--- config.mk ---
export PLATFORM = sky130hd
export DESIGN_NAME = wb_regfile
export DESIGN_NICKNAME = d
export VERILOG_FILES = /design/src/rtl/wb_regfile_pkg.sv /design/src/rtl/wb_regfile_scoreboard.sv /design/src/rtl/wb_regfile.sv
export SDC_FILE = /design/constraint.sdc
export NUM_CORES = 1
export LEC_CHECK = 0
export ABC_AREA = 0
export BUFFER_PORTS_ARGS = -buffer_cell sky130_fd_sc_hd__buf_2
export CAP_MARGIN = 15
export CORE_MARGIN = 3
export CORE_UTILIZATION = 30
export CTS_CLUSTER_DIAMETER = 100
export DETAILED_ROUTE_END_ITERATION = 7
export PLACE_DENSITY = 0.41
export SETUP_SLACK_MARGIN = 0.15
export SKIP_CTS_REPAIR_TIMING = 1
export SYNTH_ARGS = -nofsm -noshare
export SYNTH_HDL_FRONTEND = slang
export SYNTH_SLANG_ARGS = --single-unit
--- constraint.sdc ---
create_clock -name clock -period 8.2 [get_ports clock]
set_input_delay 2.05 -clock clock [delete_from_list [all_inputs] [get_ports clock]]
set_output_delay 2.05 -clock clock [all_outputs]
set_load 0.01 [all_outputs]
--- src/rtl/wb_regfile_pkg.sv ---
// rtl/wb_regfile_pkg.sv - shared types, sizes and helpers for the write-back register file
//
// Purpose: common constants and typedefs for wb_regfile and wb_scoreboard,
// plus the saturating increment used by the drop counter.
// Contents:
//   ADRS_W, DATA_W, REG_CNT, DROP_W  default sizes
//   t_RFadrs, t_data                 address and data types
//   sat_inc()                        increment that holds at all-ones
// Configuration macro used by this bundle: WB_REGFILE_BYPASS_EN

package wb_regfile_pkg;

  localparam int ADRS_W  = 4;
  localparam int DATA_W  = 16;
  localparam int REG_CNT = 2 ** ADRS_W;
  localparam int DROP_W  = 8;

  typedef logic [ADRS_W-1:0] t_RFadrs;
  typedef logic [DATA_W-1:0] t_data;

  function automatic logic [DROP_W-1:0] sat_inc(input logic [DROP_W-1:0] i_val);
    return (i_val == '1) ? i_val : i_val + 1'b1;
  endfunction

endpackage

--- src/rtl/wb_regfile_scoreboard.sv ---
// rtl/wb_regfile_scoreboard.sv - per-register pending scoreboard driving operand-valid flags
//
// Purpose: tracks which registers have an issued-but-uncommitted writer.
// Ports:
//   clock, reset                 design clock, synchronous active-high reset
//   i_commit, i_wb_dst           a commit to a non-zero register is happening this cycle
//   i_issue_en, i_issue_dst      decode marks a destination pending
//   i_rd_adrs_a, i_rd_adrs_b     read addresses
//   o_rd_valid_a, o_rd_valid_b   operand is not pending
// Configuration: WB_REGFILE_BYPASS_EN makes a same-cycle commit appear valid.

module wb_scoreboard #(
  parameter int ADRS_W = wb_regfile_pkg::ADRS_W
) (
  input  logic              clock,
  input  logic              reset,
  input  logic              i_commit,
  input  logic [ADRS_W-1:0] i_wb_dst,
  input  logic              i_issue_en,
  input  logic [ADRS_W-1:0] i_issue_dst,
  input  logic [ADRS_W-1:0] i_rd_adrs_a,
  input  logic [ADRS_W-1:0] i_rd_adrs_b,
  output logic              o_rd_valid_a,
  output logic              o_rd_valid_b
);

  localparam int REG_CNT = 2 ** ADRS_W;

  logic [REG_CNT-1:0] r_pending;
  logic [REG_CNT-1:0] w_pending_nxt;
  logic               w_issue;

  assign w_issue = i_issue_en && (i_issue_dst != '0);

  // Issue is applied after commit so a newer instruction keeps ownership
  // of a register that an older one is retiring in the same cycle.
  always_comb begin
    w_pending_nxt = r_pending;
    if (i_commit) w_pending_nxt[i_wb_dst] = 1'b0;
    if (w_issue)  w_pending_nxt[i_issue_dst] = 1'b1;
    w_pending_nxt[0] = 1'b0;
  end

  always_ff @(posedge clock) begin
    if (reset) r_pending <= '0;
    else       r_pending <= w_pending_nxt;
  end

  function automatic logic valid_of(input logic [ADRS_W-1:0] i_adrs);
`ifdef WB_REGFILE_BYPASS_EN
    // i_commit already excludes register 0.
    if (i_commit && (i_adrs == i_wb_dst))
      return !(w_issue && (i_issue_dst == i_adrs));
`endif
    return !r_pending[i_adrs];
  endfunction

  assign o_rd_valid_a = valid_of(i_rd_adrs_a);
  assign o_rd_valid_b = valid_of(i_rd_adrs_b);

endmodule

--- src/rtl/wb_regfile.sv ---
// rtl/wb_regfile.sv - write-back stage register file with pending scoreboard and drop counter
//
// Purpose: commits EX-to-WB writes into a flop register file, counts writes
// discarded for invalid data, and serves two combinational read ports.
// Ports:
//   clock, reset                      design clock, synchronous active-high reset
//   wb_wr_en, wb_dst, wb_data, wb_datav  write request from the EX-to-WB register
//   issue_en, issue_dst               decode marks a destination pending
//   rd_adrs_a/b -> rd_data_a/b        combinational read data
//   rd_valid_a/b                      operand not pending
//   drop_cnt                          saturating count of discarded writes
// Configuration: define WB_REGFILE_BYPASS_EN for write-to-read bypass.

module wb_regfile #(
  parameter int ADRS_W = wb_regfile_pkg::ADRS_W,
  parameter int DATA_W = wb_regfile_pkg::DATA_W
) (
  input  logic              clock,
  input  logic              reset,
  input  logic              wb_wr_en,
  input  logic [ADRS_W-1:0] wb_dst,
  input  logic [DATA_W-1:0] wb_data,
  input  logic              wb_datav,
  input  logic              issue_en,
  input  logic [ADRS_W-1:0] issue_dst,
  input  logic [ADRS_W-1:0] rd_adrs_a,
  input  logic [ADRS_W-1:0] rd_adrs_b,
  output logic [DATA_W-1:0] rd_data_a,
  output logic [DATA_W-1:0] rd_data_b,
  output logic              rd_valid_a,
  output logic              rd_valid_b,
  output logic [7:0]        drop_cnt
);

  import wb_regfile_pkg::*;

  localparam int RF_CNT = 2 ** ADRS_W;

  logic [DATA_W-1:0] r_regs [RF_CNT];
  logic [7:0]        r_drop_cnt;
  logic              w_commit;
  logic              w_drop;

  // Register 0 is never a commit or drop target.
  assign w_commit = wb_wr_en && wb_datav  && (wb_dst != '0);
  assign w_drop   = wb_wr_en && !wb_datav && (wb_dst != '0);

  // Entry 0 is cleared at reset and never written, so it always reads zero.
  always_ff @(posedge clock) begin
    if (reset) begin
      for (int i = 0; i < RF_CNT; i++) r_regs[i] <= '0;
    end else if (w_commit) begin
      r_regs[wb_dst] <= wb_data;
    end
  end

  always_ff @(posedge clock) begin
    if (reset)       r_drop_cnt <= '0;
    else if (w_drop) r_drop_cnt <= sat_inc(r_drop_cnt);
  end

  assign drop_cnt = r_drop_cnt;

  function automatic logic [DATA_W-1:0] read_of(input logic [ADRS_W-1:0] i_adrs);
`ifdef WB_REGFILE_BYPASS_EN
    if (w_commit && (i_adrs == wb_dst)) return wb_data;
`endif
    return r_regs[i_adrs];
  endfunction

  assign rd_data_a = read_of(rd_adrs_a);
  assign rd_data_b = read_of(rd_adrs_b);

  wb_scoreboard #(.ADRS_W(ADRS_W)) u_scoreboard (
    .clock        (clock),
    .reset        (reset),
    .i_commit     (w_commit),
    .i_wb_dst     (wb_dst),
    .i_issue_en   (issue_en),
    .i_issue_dst  (issue_dst),
    .i_rd_adrs_a  (rd_adrs_a),
    .i_rd_adrs_b  (rd_adrs_b),
    .o_rd_valid_a (rd_valid_a),
    .o_rd_valid_b (rd_valid_b)
  );

endmodule
; Word level (Yosys, flattened, before mapping)
; Memory sizes are Yosys's and may differ from the RTL's.
; Cells that the tools add are included.
[totals]
inputBits = 37
ramBits = 256
regBits = 24
out_inout_bits = 42
word_cells = 48
n_memories = 1
[memory_table]
columns = memory, depth, width, read_ports, rd_ports_with_merged_regs, wr, line_no
row1 = r_regs, 16, 16, 2, 0, 16, wb_regfile.sv:39  ; logic [DATA_W-1:0] r_regs [RF_CNT];
[op_classes]
n_reduce_logical = 14
n_lt_le_gt_ge = 6
add_sub_neg = 1
bitwise = 4
n_mux = 18
eq_ne = 1
[op_table]
columns = op, count
row1 = 16-bit 2-to-1 mux, 3
row2 = 4-bit by 5-bit < comparator with 1-bit output (second input constant), 4
row3 = 16-bit bitwise AND, 1
row4 = 16-bit inverter, 1
row5 = 16-bit bitwise OR, 1
row6 = 16-bit OR reduction, 1
row7 = 1-bit 2-to-1 mux, 10
row8 = 8-bit by 1-bit adder with 8-bit output (second input constant), 1
row9 = 1-bit binary-select mux with 4-bit select, 2
row10 = 1-bit demux with 4-bit select, 2
row11 = 8-bit == test (second input constant), 1
row12 = 4-bit by 1-bit greater-or-equal comparator with 1-bit output (second input constant), 2
row13 = 4-bit nonzero test, 2
row14 = 1-bit logical AND, 7
row15 = 4-bit 2-to-1 mux, 1
row16 = 1-bit zero test, 3
row17 = 2-bit AND reduction, 1
row18 = 1-bit inverter, 1

; Depth between registers and ports, before layout
; Gate-level depths: netlist (run 1).
[depth]
ltp_word = 9
ltp_mapped = 7
mapped_depth_nobuf = 5

; Hierarchy
; Synthesis (run 1) repeated with hierarchy kept, for this count alone.
[unflattened]
cells_unflattened = 1036
hier_area_um2 = 14420.1
[by_module_without_submodules]
columns = mod, cells_each, instances, seq_area_each_um2, area_per_inst_um2
row1 = wb_regfile, 937, 1, 7847.5, 13503.0
row2 = wb_scoreboard, 99, 1, 300.3, 917.1

; Worst setup path before layout (run 1)
; Ideal clock, no wire load.
[synth_timing]
kind = input port to output port
start = input port rd_adrs_a[0]
end = output port rd_valid_a
path_stages = 5
required_time_ns = 6.150
slack_ns = 2.720
t_arrival_ns = 3.430
path_cell_list = clkbuf_1 > buf_2 > mux4_2 > mux2_2 > a21oi_1
[synth_between]
elab_chain_cells = 3
[synth_rtl]
columns = element, line_no
row1 = from (decl), wb_regfile.sv:26  ; input logic [ADRS_W-1:0] rd_adrs_a,
row2 = 1-bit binary-select mux with 4-bit select, wb_regfile_scoreboard.sv:55  ; return !r_pending[i_adrs];
row3 = 1-bit 2-to-1 mux (implied by the code), wb_regfile_scoreboard.sv:55
row4 = 1-bit zero test, wb_regfile_scoreboard.sv:55
row5 = to (decl), wb_regfile.sv:30  ; output logic rd_valid_a,
; No other way between the ends. The select of a mux whose other input is x is not followed.

; Worst setup path after layout (run 1)
[layout_timing]
start = input port rd_adrs_b[0]
end = output port rd_data_b[0]
[layout_between]
elab_chain_cells = 1
[layout_rtl]
columns = element, line_no
row1 = from (decl), wb_regfile.sv:27  ; input logic [ADRS_W-1:0] rd_adrs_b,
row2 = memory 16 x 16 bit, --
row3 = to (decl), wb_regfile.sv:29  ; output logic [DATA_W-1:0] rd_data_b,
; No other way between the ends.

==> summary.txt, run 1 <==
Worst setup path
  • Worst Setup SP: rd_adrs_b[0]
  • CP startpoint kind: input port
  • Critical path buffers and inverters: 3
  • CP max FO: 34
  • Cell mode on critical path: buf_4
  • Worst reg-to-reg path cell count: 4
  • Crit Path Category: input port to output port
  • Delay-heaviest family, CP: buffers and inverters
  • CP peak stage delay: 0.57 ns
  • FF-to-FF Start: drop_cnt[2]
  • Critical path endpoint category: output port
  • Max stage delay cell, worst path: buf_4
  • Critical-path cell list: buf_4 > buf_4 > mux4_2 > a22oi_1 > nand2_1 > buf_2
  • Levels on crit path: 6
  • Worst Path Required: 6.15 ns
  • Crit path DAT: 4.33 ns

Die
  • Die width: 226 um
  • Die area: 51200 um^2
  • Core Area: 47800 um^2
  • Die Span Y: 226 um
  • Starting density of the core: 30.4%
  • Placement Rows: 80
  • # IOs: 79

Power
  • Int Pwr: 0.00269 W
  • Switching share of power: 24.8%
  • P_leak: 5.89 nW
  • Max rail drop VDD: 0.0971 mV
  • Clock power frac: 42.0%
  • Flop pwr share: 46.7%
  • Psw: 0.000886 W
  • Pwr Total: 0.00357 W
  • Combinational power share: 11.3%
  • Cell Pwr Density: 211 nW/um^2

Routing
  • Via density: 5.28
  • Wire length per cell: 28.9 um
  • Final wirelength: 49600 um
  • Antenna Violating Nets Remaining: 0
  • Via count: 9077
  • Drt initial violations: 817
  • DRC Markers: 0
  • TritonRoute pass-1 iters: 5

Logic synthesis
  • Yosys reg bits: 279
  • Largest cells by area after synthesis: edfxtp_1 (53%), mux4_2 (21%), and2_1 (9.7%), a22oi_1 (3.3%), dfxtp_1 (3.2%)
  • Share of the synthesized area in the top cell type: 52.8%
  • Largest area contributor in the netlist: edfxtp_1
  • Netlist Area Pre-Place: 14600 um^2
  • Main synth FF type: edfxtp_1
  • Synth Instances: 996
  • Sequential-to-total area share from yosys stat: 55.9%
  • FFs w/ async S/R, synth: 0%
  • Synth Area per Inst: 14.6 um^2
  • EDFF count, synth: 256
  • Yosys cell types: 49
  • Most frequent cell after synthesis: edfxtp_1
  • Most frequent cells after synthesis: edfxtp_1 (256), and2_1 (226), mux4_2 (134)
  • Synth warn: 0

Hold path
  • Worst Hold Depth: 2
  • Hold Crit Start: u_scoreboard.r_pending[14]
  • HP Class: flip-flop to flip-flop

Clock tree
  • Htree depth: 2
  • Longest Clk Path Bufs: 3
  • Clock slew at reported path FFs: 0.05 ns
  • CTS tree: done
  • CTS Buf Count: 37
  • Clock latency on the worst-skew pair: 0.54 ns
  • Sink Count: 279
  • CTS Root Cell: clkbuf_16

Layout
  • Area Growth Syn to Fin: 16.2%
  • Proportion of layout cells with a drive suffix above 1: 30.3%
  • Non-filler instance count after layout: 1718
  • Nets@finish: 1115

Placed design
  • Gpl congestion: 0.737
  • HPWL Detailed: 29400 um
  • Port Buffers: 78
  • Placed insts: 1653
  • Dpl ws: 1.72 ns

Timing
  • Max Slew Vio Count: 0
  • Final hold viol count: 0
  • Final setup viols: 0
  • Max transition margin: 27.5%
  • Setup ws final: 1.82 ns
  • Fmax: 157 MHz
  • WHS: 0.485 ns
  • Final worst-path cycle share: 77.7%
  • Setup_tns: 0 ns
  • RSZ-0062 raised after global routing: no
  • Tightest Pin Transition: 1.08 ns
  • Skew final: 0.00736 ns
  • Period minus WS final: 6.38 ns

Job
  • Max Cap Violations: 0

Global route
  • First-pass GRT wire length: 71000 um
  • Antenna violations before repair: 8
  • Total track usage: 19.8%
  • Grt ovf: 0
  • Number of global-route vias before repair: 9618
  • Largest net degree at the start of global routing: 52

Run status
  • Status: completed
==> routing by layer <==
layer	up-vias	routed length (um)	GRT usage, %
met3	81	2530	3.06
li1	3985	-	-
met2	287	22400	30.0
met5	-	0	0
met1	4724	23200	28.9
met4	0	1380	6.89
==> layout make-up <==
cell class / instances / area, um^2
fill: 4623 / 30900
sequential: 279 / 8150
multi-input combinational: 630 / 6170
clock buffer: 48 / 967
tap: 615 / 769
timing repair buffer: 111 / 681
clock inverter: 13 / 111
inverter: 18 / 67.6
antenna: 4 / 10.0
==> logic make-up after synthesis <==
logic type,Yosys count,share of synthesized area (%)
fa+ha+maj,1,0.0859
mux,141,21.2
flops,279,55.9
other cells,1,0.0257
compound gates,114,5.56
simple gates,358,14.3
buf+inv,102,2.88
==> cells in the final DEF, fill, tap and decap left out, types with 3 or more instances in the layout <==
cell type / n
edfxtp_1: 256
a21o_1: 3
a21o_2: 3
clkinv_2: 5
mux2i_1: 4
diode_2: 4
clkbuf_1: 11
o21ai_0: 14
nor2b_2: 4
mux4_2: 134
dfxtp_1: 23
a21oi_1: 7
a22oi_1: 64
nor2_1: 18
nor2_2: 5
clkinv_1: 5
buf_2: 74
nor3b_1: 5
o31ai_4: 4
inv_1: 18
o22ai_1: 3
nand2_1: 53
mux2_2: 3
conb_1: 16
nand3_1: 8
o21ai_4: 3
buf_4: 34
and2_1: 226
clkbuf_16: 37
and2_2: 16
nor2b_1: 3
nand2b_1: 3
==> metrics by stage <==
step	instance area (um^2)	util [%]
floorplan	14600	-
global placement	15800	33.1
detailed placement	15800	33.1
CTS	16900	35.3
global route	16900	35.4
finish	16900	35.4
==> registers in the layout (all words and copies together), names as in the netlist <==
signal / count
u_scoreboard.r_pending: 15
r_regs: 256
drop_cnt: 8
==> power by group through the flow <==
stage	Combinational [W]	Sequential (W)	Clock [W]
floorplan	0.000247	0.00168	0
global placement	0.000408	0.00170	0
detailed placement	0.000408	0.00170	0
CTS	0.000409	0.00167	0.00154
global route	0.000429	0.00168	0.00160
finish	0.000402	0.00167	0.00150
==> worst min-delay path, cell delays in order, from the launching register on <==
cell     delay (ns)
dfxtp_1        0.31
inv_1          0.05
o21ai_0        0.07
==> final timing paths <==
kind,endpoint,slack [ns]
worst max register to register,drop_cnt[5],6.59
worst min-delay path,u_scoreboard.r_pending[14],0.48
worst min register to register,u_scoreboard.r_pending[14],0.48
worst max-delay path,rd_data_b[0],1.82
Note: power is estimated with default switching activity, not from simulation.
==> run 2: changes to the inputs <==
ABC_AREA = 1   (was 0)
PLACE_DENSITY = 0.42   (was 0.41)
clock period = 5.5 ns   (was 8.2 ns; I/O delays follow)
==> run 2 against run 1 <==
Effect of this change:
- combinational power increased by 82%
- die area increased by 7.8%
- sequential power increased by 48%
- worst hold slack got worse by 0.0029 ns
- flip-flop and latch count unchanged
- wire length increased by 22%
- count of clock-buffer cells in the layout decreased by 1
- clock power increased by 65%
- area after synthesis increased by 8.0%
- final cell count increased by 60%
- sequential share of layout area decreased by 3.2 points
- first-iteration DRC count increased by 43%
==> summary.txt, run 2 <==
Timing
  • Tightest Pin Transition: 1.19 ns (was 1.08 ns)
  • WHS: 0.482 ns (was 0.485 ns)
  • Fmax: 213 MHz
  • Final worst-path cycle share: 85.3%
  • Final setup viols: 0 (unchanged)
  • Period minus WS final: 4.69 ns
  • Skew final: 0.00217 ns (was 0.00736 ns)
  • Max Slew Vio Count: 0 (unchanged)
  • Max transition margin: 20.7% (was 27.5%)
  • Setup_tns: 0 ns (unchanged)
  • Final hold viol count: 0 (unchanged)
  • RSZ-0062 raised after global routing: no (unchanged)

Routing
  • Antenna Violating Nets Remaining: 0 (unchanged)
  • Via count: 14200 (was 9077)
  • Final wirelength: 60300 um (was 49600 um)
  • Drt initial violations: 1165 (was 817)
  • Wire length per cell: 21.9 um (was 28.9 um)
  • TritonRoute pass-1 iters: 6 (was 5)
  • DRC Markers: 0 (unchanged)
  • Via density: 5.14 (was 5.28)

Die
  • Die area: 55200 um^2 (was 51200 um^2)
  • Die Span Y: 235 um (was 226 um)
  • Placement Rows: 83 (was 80)
  • Die width: 235 um (was 226 um)
  • Starting density of the core: 30.5% (was 30.4%)
  • Core Area: 51600 um^2 (was 47800 um^2)
  • # IOs: 79 (unchanged)

Worst setup path
  • Crit Path Category: input port to output port (unchanged)
  • Critical-path cell list: buf_6 > inv_2 > nand2_1 > nand3_1 > nand3_1 > nand3_1 > nand2_1 > buf_2 (was buf_4 > buf_4 > mux4_2 > a22oi_1 > nand2_1 > buf_2)
  • CP max FO: 45 (was 34)
  • Critical path buffers and inverters: 3 (unchanged)
  • CP startpoint kind: input port (unchanged)
  • CP peak stage delay: 0.88 ns (was 0.57 ns)
  • Delay-heaviest family, CP: buffers and inverters (unchanged)
  • Max stage delay cell, worst path: inv_2 (was buf_4)
  • Cell mode on critical path: nand3_1 (was buf_4)
  • Critical path endpoint category: output port (unchanged)
  • Crit path DAT: 3.31 ns (was 4.33 ns)
  • Worst Path Required: 4.12 ns (was 6.15 ns)

Logic synthesis
  • Yosys reg bits: 279 (unchanged)
  • Share of the synthesized area in the top cell type: 48.9% (was 52.8%)
  • FFs w/ async S/R, synth: 0% (unchanged)
  • Netlist Area Pre-Place: 15700 um^2 (was 14600 um^2)
  • Yosys cell types: 25 (was 49)
  • Largest area contributor in the netlist: edfxtp_1 (unchanged)
  • Synth Area per Inst: 7.83 um^2 (was 14.6 um^2)
  • Main synth FF type: edfxtp_1 (unchanged)
  • Most frequent cell after synthesis: nand2_1 (was edfxtp_1)
  • Most frequent cells after synthesis: nand2_1 (526), nand3_1 (360), nor2_1 (308) (was edfxtp_1 (256), and2_1 (226), mux4_2 (134))
  • EDFF count, synth: 256 (unchanged)
  • Largest cells by area after synthesis: edfxtp_1 (49%), nand2_1 (13%), nand3_1 (11%), nor2_1 (7.3%), o211ai_1 (6.1%) (was edfxtp_1 (53%), mux4_2 (21%), and2_1 (9.7%), a22oi_1 (3.3%), dfxtp_1 (3.2%))
  • Sequential-to-total area share from yosys stat: 51.8% (was 55.9%)
  • Synth warn: 0 (unchanged)
  • Synth Instances: 2008 (was 996)

Run status
  • Status: completed (unchanged)

Layout
  • Commonest non-fill, non-tap cells in the layout: nand2_1 (526), nand3_1 (360), nor2_1 (308), edfxtp_1 (256), inv_1 (209) (was edfxtp_1 (256), and2_1 (226), mux4_2 (134), buf_2 (74), a22oi_1 (64))
  • Area Growth Syn to Fin: 15.2% (was 16.2%)
  • Top reg by flops: r_regs (unchanged)
  • Nets@finish: 2086 (was 1115)
  • Filler Cells Inserted: 5409 (was 4623)
  • Number of inserted diodes: 0 (was 4)
  • Proportion of layout cells with a drive suffix above 1: 9.92% (was 30.3%)
  • Leading cell type in the layout, fill and taps excluded: nand2_1 (was edfxtp_1)
  • Max FFs per register: 256 (unchanged)

Global route
  • Grt ovf: 0 (unchanged)
  • Total track usage: 21.5% (was 19.8%)
  • Largest net degree at the start of global routing: 124 (was 52)
  • Antenna violations before repair: 0 (was 8)
  • First-pass GRT wire length: 89500 um (was 71000 um)
  • Number of global-route vias before repair: 13900 (was 9618)

Power
  • Max rail drop VDD: 0.163 mV (was 0.0971 mV)
  • P_leak: 7.76 nW (was 5.89 nW)
  • Cell Pwr Density: 313 nW/um^2 (was 211 nW/um^2)

Clock tree
  • Clock latency on the worst-skew pair: 0.55 ns (was 0.54 ns)
  • Clock slew at reported path FFs: 0.06 ns (was 0.05 ns)
  • Sink Count: 279 (unchanged)
  • Htree depth: 2 (unchanged)
  • Longest Clk Path Bufs: 3 (unchanged)
  • CTS Root Cell: clkbuf_16 (unchanged)
  • CTS tree: done (unchanged)
  • CTS Buf Count: 36 (was 37)

Placed design
  • Port Buffers: 78 (unchanged)
  • HPWL Detailed: 36100 um (was 29400 um)
  • Gpl congestion: 0.846 (was 0.737)

Job
  • Max Cap Violations: 0 (unchanged)

Hold path
  • HP Class: flip-flop to flip-flop (unchanged)
-- run 2: cell types whose count changed after synthesis, moves of 22 or more --
cell      delta
o211ai_1   +126
a22oi_1     -64
nand2_1    +473
buf_2       +22
nor2_1     +285
clkbuf_1    +36
and2_1     -226
nand3_1    +352
mux4_2     -134
inv_1      +192
-- run 2: cells by family after synthesis --
group	synth area share [%]
AND/OR/NAND/NOR	32.5
buffers and inverters	9.07
flip-flops	51.8
AO/OA/AOI/OAI	6.51
XOR/XNOR	0.0557
adder cells (fa/ha/maj)	0.0795
other	0.0238
-- run 2: tightest hold or removal path, delay by kind of cell, from the launching register on --
family | cells | cell delay, ns
flip-flops | 1 | 0.31
AND/OR/NAND/NOR | 2 | 0.13
-- run 2: final cells by class --
class                           count  area, um^2  share of cell area, %
Timing Repair Buffer              133         891                   4.91
Sequential cell                   279        8150                   44.9
Multi-Input combinational cell   1380        6210                   34.3
Inverter                          218         818                   4.51
Clock buffer                       47         983                   5.42
Tap cell                          680         851                   4.69
Clock inverter                     19         223                   1.23
-- run 2: per-layer routing --
layer	vias up	routed length (um)	GRT usage [%]
met5	-	0	0
met1	6900	26600	29.1
met2	497	28300	35.3
li1	6683	-	-
met4	0	1990	7.62
met3	98	3410	2.73
-- run 2: through the flow --
stage                     util (%)  worst slack, ns  power, W  area (um^2)  cells
after global routing          35.1            0.699   0.00591        18100   2756
after CTS                     35.1            0.819   0.00575        18100   2756
final                         35.1            0.811   0.00567        18100   2756
after global placement        32.8            0.879   0.00325        16900   2690
after floorplan                  -             1.72   0.00295        15800   2023
after detailed placement      32.8            0.805   0.00325        16900   2690
-- run 2: final timing paths --
kind	from	endpoint	slack [ns]	cells past startpoint
max	rd_adrs_a[0]	rd_data_a[0]	0.81	8
min	u_scoreboard.r_pending[1]	u_scoreboard.r_pending[1]	0.48	2
max reg2reg	drop_cnt[0]	drop_cnt[7]	3.92	7
min reg2reg	u_scoreboard.r_pending[1]	u_scoreboard.r_pending[1]	0.48	2
-- run 2: report_power, final --
group | switching (W) | total (W) | internal [W]
registers | 0.0000426 | 0.00247 | 0.00243
clock network | 0.000972 | 0.00247 | 0.00150
logic | 0.000528 | 0.000733 | 0.000204
==> run 3: changes to the inputs <==
ABC_AREA = not set   (was 1)
BUFFER_PORTS_ARGS = not set   (was -buffer_cell sky130_fd_sc_hd__buf_2)
DONT_BUFFER_PORTS = 1   (was not set)
PLACE_DENSITY = 0.41   (was 0.42)
SYNTH_HIERARCHICAL = 1   (was not set)
==> run 3 against run 2 <==
Effect of this change:
- clock skew about the same
- clock power is 12% lower
- wire length shrank 14%
- setup slack better by 0.47 ns
- largest power group unchanged
- synthesized cell count shrank 48%
- combinational power shrank 33%
==> summary.txt, run 3 <==
Worst setup path
  • CP peak stage delay: 0.88 ns (about the same)
  • Critical-path cell list: nor2b_2 > buf_4 > a22oi_1 > nand2_1 (was buf_6 > inv_2 > nand2_1 > nand3_1 > nand3_1 > nand3_1 > nand2_1 > buf_2)
  • Crit Path Category: input port to output port (unchanged)
  • Max stage delay cell, worst path: nor2b_2 (was inv_2)
  • Crit path DAT: 2.85 ns (was 3.31 ns)
  • Worst Path Required: 4.12 ns (about the same)
  • Delay-heaviest family, CP: simple AND/OR/NAND/NOR gates (was buffers and inverters)
  • FF-to-FF Start: drop_cnt[0] (unchanged)
  • Critical path endpoint category: output port (unchanged)
  • Worst Setup SP: rd_adrs_a[3] (was rd_adrs_a[0])
  • CP startpoint kind: input port (unchanged)
  • Critical path buffers and inverters: 1 (was 3)
  • Critical R2R Capture: drop_cnt[1] (was drop_cnt[7])
  • Worst reg-to-reg path cell count: 5 (was 7)
  • Register-to-register path setup slack: 3.83 ns (was 3.92 ns)
  • CP max FO: 12 (was 45)

Logic synthesis
  • Synth warn: 6 (was 0)
  • FFs w/ async S/R, synth: 0% (unchanged)
  • Yosys cell types: 52 (was 25)
  • Share of the synthesized area in the top cell type: 53.3% (was 48.9%)
  • Yosys reg bits: 279 (unchanged)
  • Synth Instances: 1036 (was 2008)
  • Main synth FF type: edfxtp_1 (unchanged)
  • Netlist Area Pre-Place: 14400 um^2 (was 15700 um^2)
  • Largest area contributor in the netlist: edfxtp_1 (unchanged)
  • Largest cells by area after synthesis: edfxtp_1 (53%), mux4_2 (20%), nor2_1 (4.5%), and2_1 (3.6%), a22oi_1 (3.3%) (was edfxtp_1 (49%), nand2_1 (13%), nand3_1 (11%), nor2_1 (7.3%), o211ai_1 (6.1%))
  • Most frequent cell after synthesis: edfxtp_1 (was nand2_1)
  • Most frequent cells after synthesis: edfxtp_1 (256), nor2_1 (174), mux4_2 (130) (was nand2_1 (526), nand3_1 (360), nor2_1 (308))
  • Sequential-to-total area share from yosys stat: 56.5% (was 51.8%)
  • Synth Area per Inst: 13.9 um^2 (was 7.83 um^2)
  • EDFF count, synth: 256 (unchanged)

Power
  • Cell Pwr Density: 319 nW/um^2 (was 313 nW/um^2)
  • Clock power frac: 42.3% (was 43.5%)
  • Combinational power share: 9.5% (was 12.9%)
  • Int Pwr: 0.00392 W (was 0.00413 W)
  • Switching share of power: 24.0% (was 27.2%)
  • Psw: 0.00124 W (was 0.00154 W)
  • P_leak: 5.23 nW (was 7.76 nW)
  • Flop pwr share: 48.2% (was 43.6%)
  • Max rail drop VDD: 0.149 mV (was 0.163 mV)

Clock tree
  • CTS tree: done (unchanged)
  • Sink Count: 279 (unchanged)
  • CTS Buf Count: 35 (was 36)
  • CTS Root Cell: clkbuf_16 (unchanged)
  • Clock slew at reported path FFs: 0.06 ns (about the same)
  • Clock latency on the worst-skew pair: 0.53 ns (was 0.55 ns)
  • Htree depth: 2 (unchanged)
  • Longest Clk Path Bufs: 3 (unchanged)

Hold path
  • Hold endpoint: u_scoreboard/r_pending[14] (was u_scoreboard.r_pending[1])
  • Worst Hold Depth: 2 (unchanged)
  • Hold Crit Start: u_scoreboard/r_pending[14] (was u_scoreboard.r_pending[1])
  • HP Class: flip-flop to flip-flop (unchanged)

Layout
  • Nets@finish: 1076 (was 2086)
  • Number of inserted diodes: 0 (unchanged)
  • Leading cell type in the layout, fill and taps excluded: edfxtp_1 (was nand2_1)
  • Final Util: 34.4% (was 35.1%)
  • Filler Cells Inserted: 4608 (was 5409)
  • Top reg by flops: r_regs (unchanged)
  • Max FFs per register: 256 (unchanged)
  • Area Growth Syn to Fin: 12.3% (was 15.2%)
  • Proportion of layout cells with a drive suffix above 1: 21.4% (was 9.92%)
  • Commonest non-fill, non-tap cells in the layout: edfxtp_1 (256), nor2_1 (171), mux4_2 (130), nand2_1 (100), and2_1 (83) (was nand2_1 (526), nand3_1 (360), nor2_1 (308), edfxtp_1 (256), inv_1 (209))

Timing
  • Final hold viol count: 0 (unchanged)
  • Period minus WS final: 4.22 ns (was 4.69 ns)
  • Final setup viols: 0 (unchanged)
  • Fmax: 237 MHz (was 213 MHz)
  • Tightest Pin Transition: 1.21 ns (was 1.19 ns)
  • Setup_tns: 0 ns (unchanged)
  • WHS: 0.480 ns (was 0.482 ns)
  • Skew final: 0.00246 ns (was 0.00217 ns)
  • Max Slew Vio Count: 0 (unchanged)
  • Max transition margin: 19.5% (was 20.7%)
  • Setup ws final: 1.28 ns (was 0.811 ns)
  • RSZ-0062 raised after global routing: no (unchanged)
  • Final worst-path cycle share: 76.8% (was 85.3%)

Global route
  • Largest net degree at the start of global routing: 68 (was 124)
  • First-pass GRT wire length: 73900 um (was 89500 um)
  • Number of global-route vias before repair: 9661 (was 13900)
  • Antenna violations before repair: 0 (unchanged)
  • Grt ovf: 0 (unchanged)
  • Total track usage: 20.7% (was 21.5%)

Routing
  • Via density: 5.58 (was 5.14)
  • DRC Markers: 0 (unchanged)
  • Drt initial violations: 770 (was 1165)
  • Wire length per cell: 31.1 um (was 21.9 um)
  • TritonRoute pass-1 iters: 5 (was 6)
  • Antenna Violating Nets Remaining: 0 (unchanged)
  • Via count: 9309 (was 14200)
  • Final wirelength: 51900 um (was 60300 um)

Die
  • Die width: 225 um (was 235 um)
  • Starting density of the core: 30.6% (was 30.5%)
  • Placement Rows: 79 (was 83)
  • Die area: 50700 um^2 (was 55200 um^2)
  • Die Span Y: 225 um (was 235 um)
  • Core Area: 47100 um^2 (was 51600 um^2)
  • # IOs: 79 (unchanged)

Run status
  • Status: completed (unchanged)

Job
  • Max Cap Violations: 0 (unchanged)

Placed design
  • HPWL Detailed: 31800 um (was 36100 um)
  • Gpl congestion: 0.795 (was 0.846)
  • Dpl ws: 1.33 ns (was 0.805 ns)
  • Port Buffers: 0 (was 78)
-- run 3: cell count changes in the layout (fill, tap and decap cells not counted), moves of 126 or more --
cell,previous run,this run
inv_1,209,4
mux4_2,0,130
nand2_1,526,100
nand3_1,360,8
nor2_1,308,171
o211ai_1,127,1
-- run 3: layout make-up --
type                    count  area, um^2  share of cell area [%]
multi-input cells         690        6000                    37.0
clock inverters            10        67.6                   0.417
flip-flops and latches    279        8150                    50.3
inverters                   4        15.0                  0.0928
clock buffers              51         978                    6.04
repair buffers             28         223                    1.38
well taps                 607         759                    4.69
-- run 3: per-stage QoR --
| step | area (um^2) | total power, W | instances |
|---|---|---|---|
| after detailed placement | 15100 | 0.00302 | 1608 |
| after global placement | 15100 | 0.00302 | 1608 |
| after global routing | 16200 | 0.00532 | 1669 |
| final | 16200 | 0.00516 | 1669 |
| after floorplan | 14500 | 0.00287 | 1051 |
| after CTS | 16200 | 0.00521 | 1669 |
-- run 3: worst max path at each step --
stage	end	cells after the start
after global routing	rd_data_a[4]	4
after CTS	rd_data_a[4]	4
after detailed placement	rd_data_a[3]	4
final	rd_data_a[3]	4
after floorplan	rd_data_a[10]	5
after global placement	rd_data_a[3]	4
-- run 3: layer usage --
| metal | routed length (um) | vias to the layer above | global-route usage, % |
|---|---|---|---|
| li1 | - | 3986 | - |
| met4 | 1770 | 0 | 7.48 |
| met1 | 22200 | 4850 | 28.2 |
| met2 | 23800 | 383 | 32.3 |
| met5 | 0 | - | 0 |
| met3 | 4160 | 90 | 5.28 |
-- run 3: worst register-to-register path, stage by stage, from the launching register on --
cell,delay [ns]
dfxtp_1,0.44
ha_1,0.24
nand4_1,0.23
o211ai_1,0.37
mux2i_1,0.23
nor2_1,0.05
-- run 3: logic make-up (layout without fill, tap and decap cells) --
logic type               Yosys count  in the layout  share of synthesized area [%]
AO/OA/AOI/OAI                    113            113                           5.31
XOR/XNOR                           2              2                          0.121
adder cells (fa/ha/maj)            1              1                         0.0868
buffers and inverters             82             93                           2.54
flip-flops                       279            279                           56.5
multiplexers                     147            147                           22.0
other                              1             16                         0.0260
AND/OR/NAND/NOR                  411            411                           13.5
-- run 3: power by group through the flow --
stage	Sequential, W	Clock (W)	Combinational, W
2_1_floorplan	0.00250	0	0.000373
3_3_place_gp	0.00252	0	0.000494
3_5_place_dp	0.00253	0	0.000493
4_1_cts	0.00248	0.00223	0.000494
5_1_grt	0.00250	0.00231	0.000514
6_report	0.00248	0.00218	0.000492
